[config.mk]
export PLATFORM = sky130hd
export DESIGN_NAME = fifo_rd_arbiter_flat
export DESIGN_NICKNAME = d
export VERILOG_FILES = /design/src/rtl/fifo_rd_arbiter_if.sv /design/src/rtl/fifo_rd_arbiter.sv /design/src/flat_wrapper.sv
export SDC_FILE = /design/constraint.sdc
export NUM_CORES = 1
export LEC_CHECK = 0
export ABC_AREA = 1
export BUFFER_PORTS_ARGS = -buffer_cell sky130_fd_sc_hd__buf_2
export CELL_PAD_IN_SITES_DETAIL_PLACEMENT = 1
export CELL_PAD_IN_SITES_GLOBAL_PLACEMENT = 2
export CORE_UTILIZATION = 23
export CTS_BUF_LIST = sky130_fd_sc_hd__clkbuf_2
export DETAILED_ROUTE_END_ITERATION = 10
export HOLD_SLACK_MARGIN = 0.15
export PLACE_DENSITY = 0.82
export SETUP_SLACK_MARGIN = 0.1
export SLEW_MARGIN = 0
export SYNTH_ARGS = -nofsm -noshare
export SYNTH_HDL_FRONTEND = slang
export SYNTH_SLANG_ARGS = --single-unit
export TNS_END_PERCENT = 10
[constraint.sdc]
create_clock -name rd_clk -period 1.9 [get_ports rd_clk]
set_input_delay 0.19 -clock rd_clk [delete_from_list [all_inputs] [get_ports rd_clk]]
set_output_delay 0.19 -clock rd_clk [all_outputs]
set_load 0.005 [all_outputs]
[src/rtl/fifo_rd_arbiter_if.sv]
// rtl/fifo_rd_arbiter_if.sv - fifo-side and output-side signal bundle for fifo_rd_arbiter
interface fifo_rd_arbiter_if #(
  parameter int NCH       = 4,
  parameter int CH_W      = 2,
  parameter int BUS_WIDTH = 16
);
  logic [NCH-1:0]           ch_en;
  logic [NCH-1:0]           ch_empty_n;
  logic [NCH*BUS_WIDTH-1:0] ch_rd_data;
  logic [NCH-1:0]           ch_rd;
  logic                     out_valid;
  logic                     out_ready;
  logic [BUS_WIDTH-1:0]     out_data;
  logic [CH_W-1:0]          out_ch;

  modport master (
    input  ch_en, ch_empty_n, ch_rd_data, out_ready,
    output ch_rd, out_valid, out_data, out_ch
  );

  modport slave (
    output ch_en, ch_empty_n, ch_rd_data, out_ready,
    input  ch_rd, out_valid, out_data, out_ch
  );
endinterface

[src/rtl/fifo_rd_arbiter.sv]
// rtl/fifo_rd_arbiter.sv - round-robin reader draining NCH one-word CDC fifos onto a valid/ready port
module fifo_rd_arbiter #(
  parameter int NCH       = 4,
  parameter int CH_W      = 2,
  parameter int BUS_WIDTH = 16,
  parameter int HOLDOFF   = 2
) (
  input  logic                rd_clk,
  input  logic                rst_n,
  fifo_rd_arbiter_if.master   bus
);

  localparam int HC_W = (HOLDOFF < 1) ? 1 : $clog2(HOLDOFF + 1);

  typedef enum logic {IDLE, OUT} state_t;

  state_t                state, state_nxt;
  logic [CH_W-1:0]       ptr;
  logic [HC_W-1:0]       hold_cnt [NCH];
  logic [NCH-1:0]        elig;
  logic [NCH-1:0]        elig_rot;
  logic                  grant_vld;
  logic [CH_W-1:0]       grant_idx;
  logic                  grant_fire;
  logic [BUS_WIDTH-1:0]  ch_word [NCH];

  logic [NCH-1:0]        ch_rd_q;
  logic                  out_valid_q;
  logic [BUS_WIDTH-1:0]  out_data_q;
  logic [CH_W-1:0]       out_ch_q;

  for (genvar i = 0; i < NCH; i++) begin : g_unpack
    assign ch_word[i] = bus.ch_rd_data[i*BUS_WIDTH +: BUS_WIDTH];
    assign elig[i]    = bus.ch_en[i] & bus.ch_empty_n[i] & (hold_cnt[i] == '0);
  end

  // Rotate so bit 0 is the pointer's channel; the first set bit is the grant offset.
  always_comb begin
    elig_rot  = NCH'({elig, elig} >> ptr);
    grant_vld = 1'b0;
    grant_idx = '0;
    for (int k = 0; k < NCH; k++) begin
      if (!grant_vld && elig_rot[k]) begin
        grant_vld = 1'b1;
        grant_idx = CH_W'((int'(ptr) + k) % NCH);
      end
    end
  end

  always_comb begin
    state_nxt  = state;
    grant_fire = 1'b0;
    case (state)
      IDLE: begin
        if (grant_vld) begin
          grant_fire = 1'b1;
          state_nxt  = OUT;
        end
      end
      OUT: begin
        if (out_valid_q && bus.out_ready) state_nxt = IDLE;
      end
      default: state_nxt = IDLE;
    endcase
  end

  always_ff @(posedge rd_clk) begin
    if (!rst_n) begin
      state       <= IDLE;
      ptr         <= '0;
      ch_rd_q     <= '0;
      out_valid_q <= 1'b0;
      out_data_q  <= '0;
      out_ch_q    <= '0;
      for (int i = 0; i < NCH; i++) hold_cnt[i] <= '0;
    end else begin
      state   <= state_nxt;
      ch_rd_q <= '0;
      // Holdoff masks the fifo's late empty_n drop so a word is never read twice.
      for (int i = 0; i < NCH; i++) begin
        if (grant_fire && (grant_idx == CH_W'(i)))
          hold_cnt[i] <= HC_W'(HOLDOFF);
        else if (hold_cnt[i] != '0)
          hold_cnt[i] <= hold_cnt[i] - HC_W'(1);
      end
      if (grant_fire) begin
        ch_rd_q     <= NCH'(1) << grant_idx;
        out_valid_q <= 1'b1;
        out_data_q  <= ch_word[grant_idx];
        out_ch_q    <= grant_idx;
        ptr         <= (grant_idx == CH_W'(NCH - 1)) ? '0 : grant_idx + CH_W'(1);
      end else if (state == OUT && out_valid_q && bus.out_ready) begin
        out_valid_q <= 1'b0;
      end
    end
  end

  assign bus.ch_rd     = ch_rd_q;
  assign bus.out_valid = out_valid_q;
  assign bus.out_data  = out_data_q;
  assign bus.out_ch    = out_ch_q;

endmodule

[src/flat_wrapper.sv]
// flat-port wrapper written by rule: the top's interface ports become plain ports
module fifo_rd_arbiter_flat 
#(
  parameter int NCH       = 4,
  parameter int CH_W      = 2,
  parameter int BUS_WIDTH = 16,
  parameter int HOLDOFF   = 2
)
  (rd_clk, rst_n, bus_ch_en, bus_ch_empty_n, bus_ch_rd_data, bus_out_ready, bus_ch_rd, bus_out_valid, bus_out_data, bus_out_ch);
  fifo_rd_arbiter_if #(.NCH(NCH), .CH_W(CH_W), .BUS_WIDTH(BUS_WIDTH)) bus_i ();
  input  logic rd_clk;
  input  logic rst_n;
  input wire logic [$bits(bus_i.ch_en)-1:0] bus_ch_en;
  input wire logic [$bits(bus_i.ch_empty_n)-1:0] bus_ch_empty_n;
  input wire logic [$bits(bus_i.ch_rd_data)-1:0] bus_ch_rd_data;
  input wire logic [$bits(bus_i.out_ready)-1:0] bus_out_ready;
  output wire logic [$bits(bus_i.ch_rd)-1:0] bus_ch_rd;
  output wire logic [$bits(bus_i.out_valid)-1:0] bus_out_valid;
  output wire logic [$bits(bus_i.out_data)-1:0] bus_out_data;
  output wire logic [$bits(bus_i.out_ch)-1:0] bus_out_ch;
  assign bus_i.ch_en = bus_ch_en;
  assign bus_i.ch_empty_n = bus_ch_empty_n;
  assign bus_i.ch_rd_data = bus_ch_rd_data;
  assign bus_i.out_ready = bus_out_ready;
  assign bus_ch_rd = bus_i.ch_rd;
  assign bus_out_valid = bus_i.out_valid;
  assign bus_out_data = bus_i.out_data;
  assign bus_out_ch = bus_i.out_ch;
  fifo_rd_arbiter #(.NCH(NCH), .CH_W(CH_W), .BUS_WIDTH(BUS_WIDTH), .HOLDOFF(HOLDOFF)) u_core (.rd_clk(rd_clk), .rst_n(rst_n), .bus(bus_i));
endmodule
==> impl_metrics.py <==
metrics = {
    "setup_path": {
        "critPathArrivalTime_ns": 2.18,
        "cp_slowest_stage_delay_ns": 0.46,
        "critPathRequiredTime_ns": 2.02,
        "worstSetupEndpoint": "u_core.hold_cnt[0][5]",
        "worstSetupPathType": "reg2reg",
        "cp-start-kind": "flop",
        "cp-end-kind": "flop",
        "r2r.worst_path.cells": 10,
        "worst-r2r-setup-slack_ns": -0.16,
        "rr_startpoint": "u_core.hold_cnt[0][6]",
        "r2r-end": "u_core.hold_cnt[0][5]",
        "cp_max_fo": 4,
        "path_cells": "inv_2, ha_4, nand4_1, nand2_2, nand4_1, nand3_4, nand2_2, nor2_1, nand2_1, nand3_1",
        "crit_path_start": "u_core.hold_cnt[0][6]",
        "slowest_stage": "edfxtp_1",
    },
    "finish": {
        "drive_gt1_frac": 0.4428,
        "num-nets-final": 629,
        "fin_cells": 687,
        "area.growth.synth_to_final_pct": 71.35,
        "antenna_cells": 0,
        "final_util": 0.4117,
    },
    "clock_network": {
        "htreeDepth": 2,
        "path_clk_slew_ns": 0.19,
        "cts_tree": "done",
        "cts.path.max_buffers": 2,
        "numClockSinks": 34,
        "cts_made_buffers": 5,
        "cts_root_buf": "clkbuf_2",
        "clk_latency_ns": 0.37,
    },
    "global_routing": {
        "antenna_found_initial": 0,
        "grt_pass1_vias": 3458,
        "track_usage": 0.1784,
        "grt_max_degree": 20,
        "grt_overflow": 0,
        "grt_pass1_wl_mm": 16.00,
    },
    "sta": {
        "post-route-period-util": 1.085,
        "worst_pin_slew_ns": 0.6284,
        "hold_slack_ns": 0.2104,
        "setup_viol": 32,
        "maxSlewViolCount": 0,
        "finalCriticalPeriod_ns": 2.062,
        "finalHoldViolations": 0,
        "maxSlewHeadroom": 0.5806,
        "skew_ns": 0.01215,
        "worst_slack_ns": -0.1617,
        "finalSetupTns_ns": -3.189,
        "fmax_mhz": 485.0,
        "rsz0062_at_grt": "true",
    },
    "routing": {
        "wl_mm": 9.978,
        "routedWlPerCell_um": 14.52,
        "drc": 0,
        "first_pass_iters": 4,
        "detail-route-antenna-nets": 0,
        "drtIter0Drc": 75,
        "viasPerCell": 4.470,
        "dr_total_vias": 3071,
    },
    "synthesis": {
        "yosys.area.top_type_share": 0.2080,
        "syn_nets": 456,
        "synthFlopType": "dfxtp_1",
        "yosys.area.top_type": "dfxtp_1",
        "synth_cell_types": 31,
        "post-synth-top-count-cell": "nand2_1",
        "synth_edf_count": 8,
        "synth_area_mm2": 0.002502,
        "seq_area_frac_synth": 0.3040,
        "yosysWarnings": 0,
        "syn-instance-count": 377,
        "synth_area_leaders": "dfxtp_1 21%, nand3_1 14%, nand2_1 13%",
        "synthTopCellsByCount": "84 x nand2_1, 70 x nand3_1, 57 x nor2_1",
        "async_flop_share": 0,
        "synth-seq-cells": 34,
        "avgSynthCellArea_um2": 6.638,
    },
    "place": {
        "pre_cts_ws_ns": -0.2052,
        "dp_hpwl_mm": 6.890,
        "portBuffers": 97,
        "dp_cells": 631,
        "gp_congestion": 0.8245,
    },
    "floorplan": {
        "initial_core_util": 0.2402,
        "dieArea_mm2": 0.01130,
        "io_pins": 98,
        "row_count": 37,
        "coreArea_mm2": 0.01042,
        "fp.dieW_um": 106.3,
        "die_y_um": 106.3,
    },
    "outcome": {
        "status": "complete, but fails checks",
        "violations": "setup timing",
    },
    "pwr": {
        "vdd_drop_max_mv": 0.5571,
        "power.density_mw_per_mm2": 1803,
        "p_leak_uw": 0.002235,
    },
    "run": {
        "maxCapViolCount": 0,
    },
    "hold_path": {
        "hold_path_class": "in2reg",
    },
}
report_power, final:
group / switching [µW] / internal, µW / total (µW) / leakage [µW]
sequential: 163 / 1070 / 1230 / 0.000303
combinational: 3350 / 2680 / 6030 / 0.00189
clock: 256 / 219 / 475 / 0.0000427
logic make-up after synthesis:
kind of cell / count (synthesis) / synth area share
AO/OA/AOI/OAI: 17 / 0.04200
XOR/XNOR: 1 / 0.003501
adder cells (fa/ha/maj): 4 / 0.02000
buffers and inverters: 69 / 0.1345
flip-flops: 34 / 0.3040
AND/OR/NAND/NOR: 252 / 0.4960
registers in the layout (all words and copies together) (netlist names):
signal	cells
u_core.bus.ch_rd	4
u_core.hold_cnt	8
u_core.ptr	2
u_core.state	1
u_core.bus.out_valid	1
u_core.bus.out_ch	2
u_core.bus.out_data	16
worst max-delay path: cells and delay by family, from the launching register on:
family	cells	cell delay [ns]
buf+inv	1	0.09
fa+ha+maj	1	0.15
simple gates	8	1.10
flops	1	0.46
stage by stage:
| stage | area, µm² | power [µW] |
|---|---|---|
| 6_report | 4288 | 7732 |
| 5_1_grt | 4288 | 8398 |
| 4_1_cts | 4115 | 7198 |
| 3_5_place_dp | 3476 | 6139 |
| 3_3_place_gp | 3476 | 5956 |
| 2_1_floorplan | 2613 | 4437 |
cells in the final DEF (no fill, tap or decap), types with 6 or more instances in the layout:
master,n
buf_2,97
nand2_1,68
nand3_1,53
nor2_1,49
inv_1,45
dlygate4sd3_1,38
buf_4,30
dfxtp_1,26
nand2_2,18
nand3_2,16
nor2_2,12
nand2_4,10
o21ai_1,10
buf_6,10
edfxtp_1,8
nand3_4,6
nand4_1,6
repair_timing:
action | CTS | global route
pin swaps | 18 | 12
gates resized for setup | 40 | 23
endpoints found under the hold margin | 11 | 0
buffers inserted | 6 | 2
endpoints found under the setup margin | 37 | 37
cloned | 0 | 2
hold buffers | 38 | 0
layout make-up:
class,instances,area (µm²)
fillers,1314,6128
flip-flops and latches,34,760.7
repair buffers,182,1354
multi-input cells,274,1724
inverters,53,214.0
clock buffers,5,25.02
well taps,136,170.2
clock inverters,3,40.04
how the worst min path moves through the flow:
stage                              start                    to  cells after the start
finish                             rst_n  u_core.bus.out_valid                      3
global route                       rst_n  u_core.bus.out_valid                      3
CTS                                rst_n  u_core.bus.out_valid                      3
detailed placement  u_core.bus.out_ch[1]  u_core.bus.out_ch[1]                      2
global placement    u_core.bus.out_ch[1]  u_core.bus.out_ch[1]                      2
floorplan                  bus_out_ready  u_core.bus.out_valid                      3
routing by layer:
metal  track usage  wire length, µm
met5             0                0
met4       0.04167              139
met3       0.03985              380
met2        0.3604             5610
met1        0.1816             3848
Power figures use the tool's default switching activity.
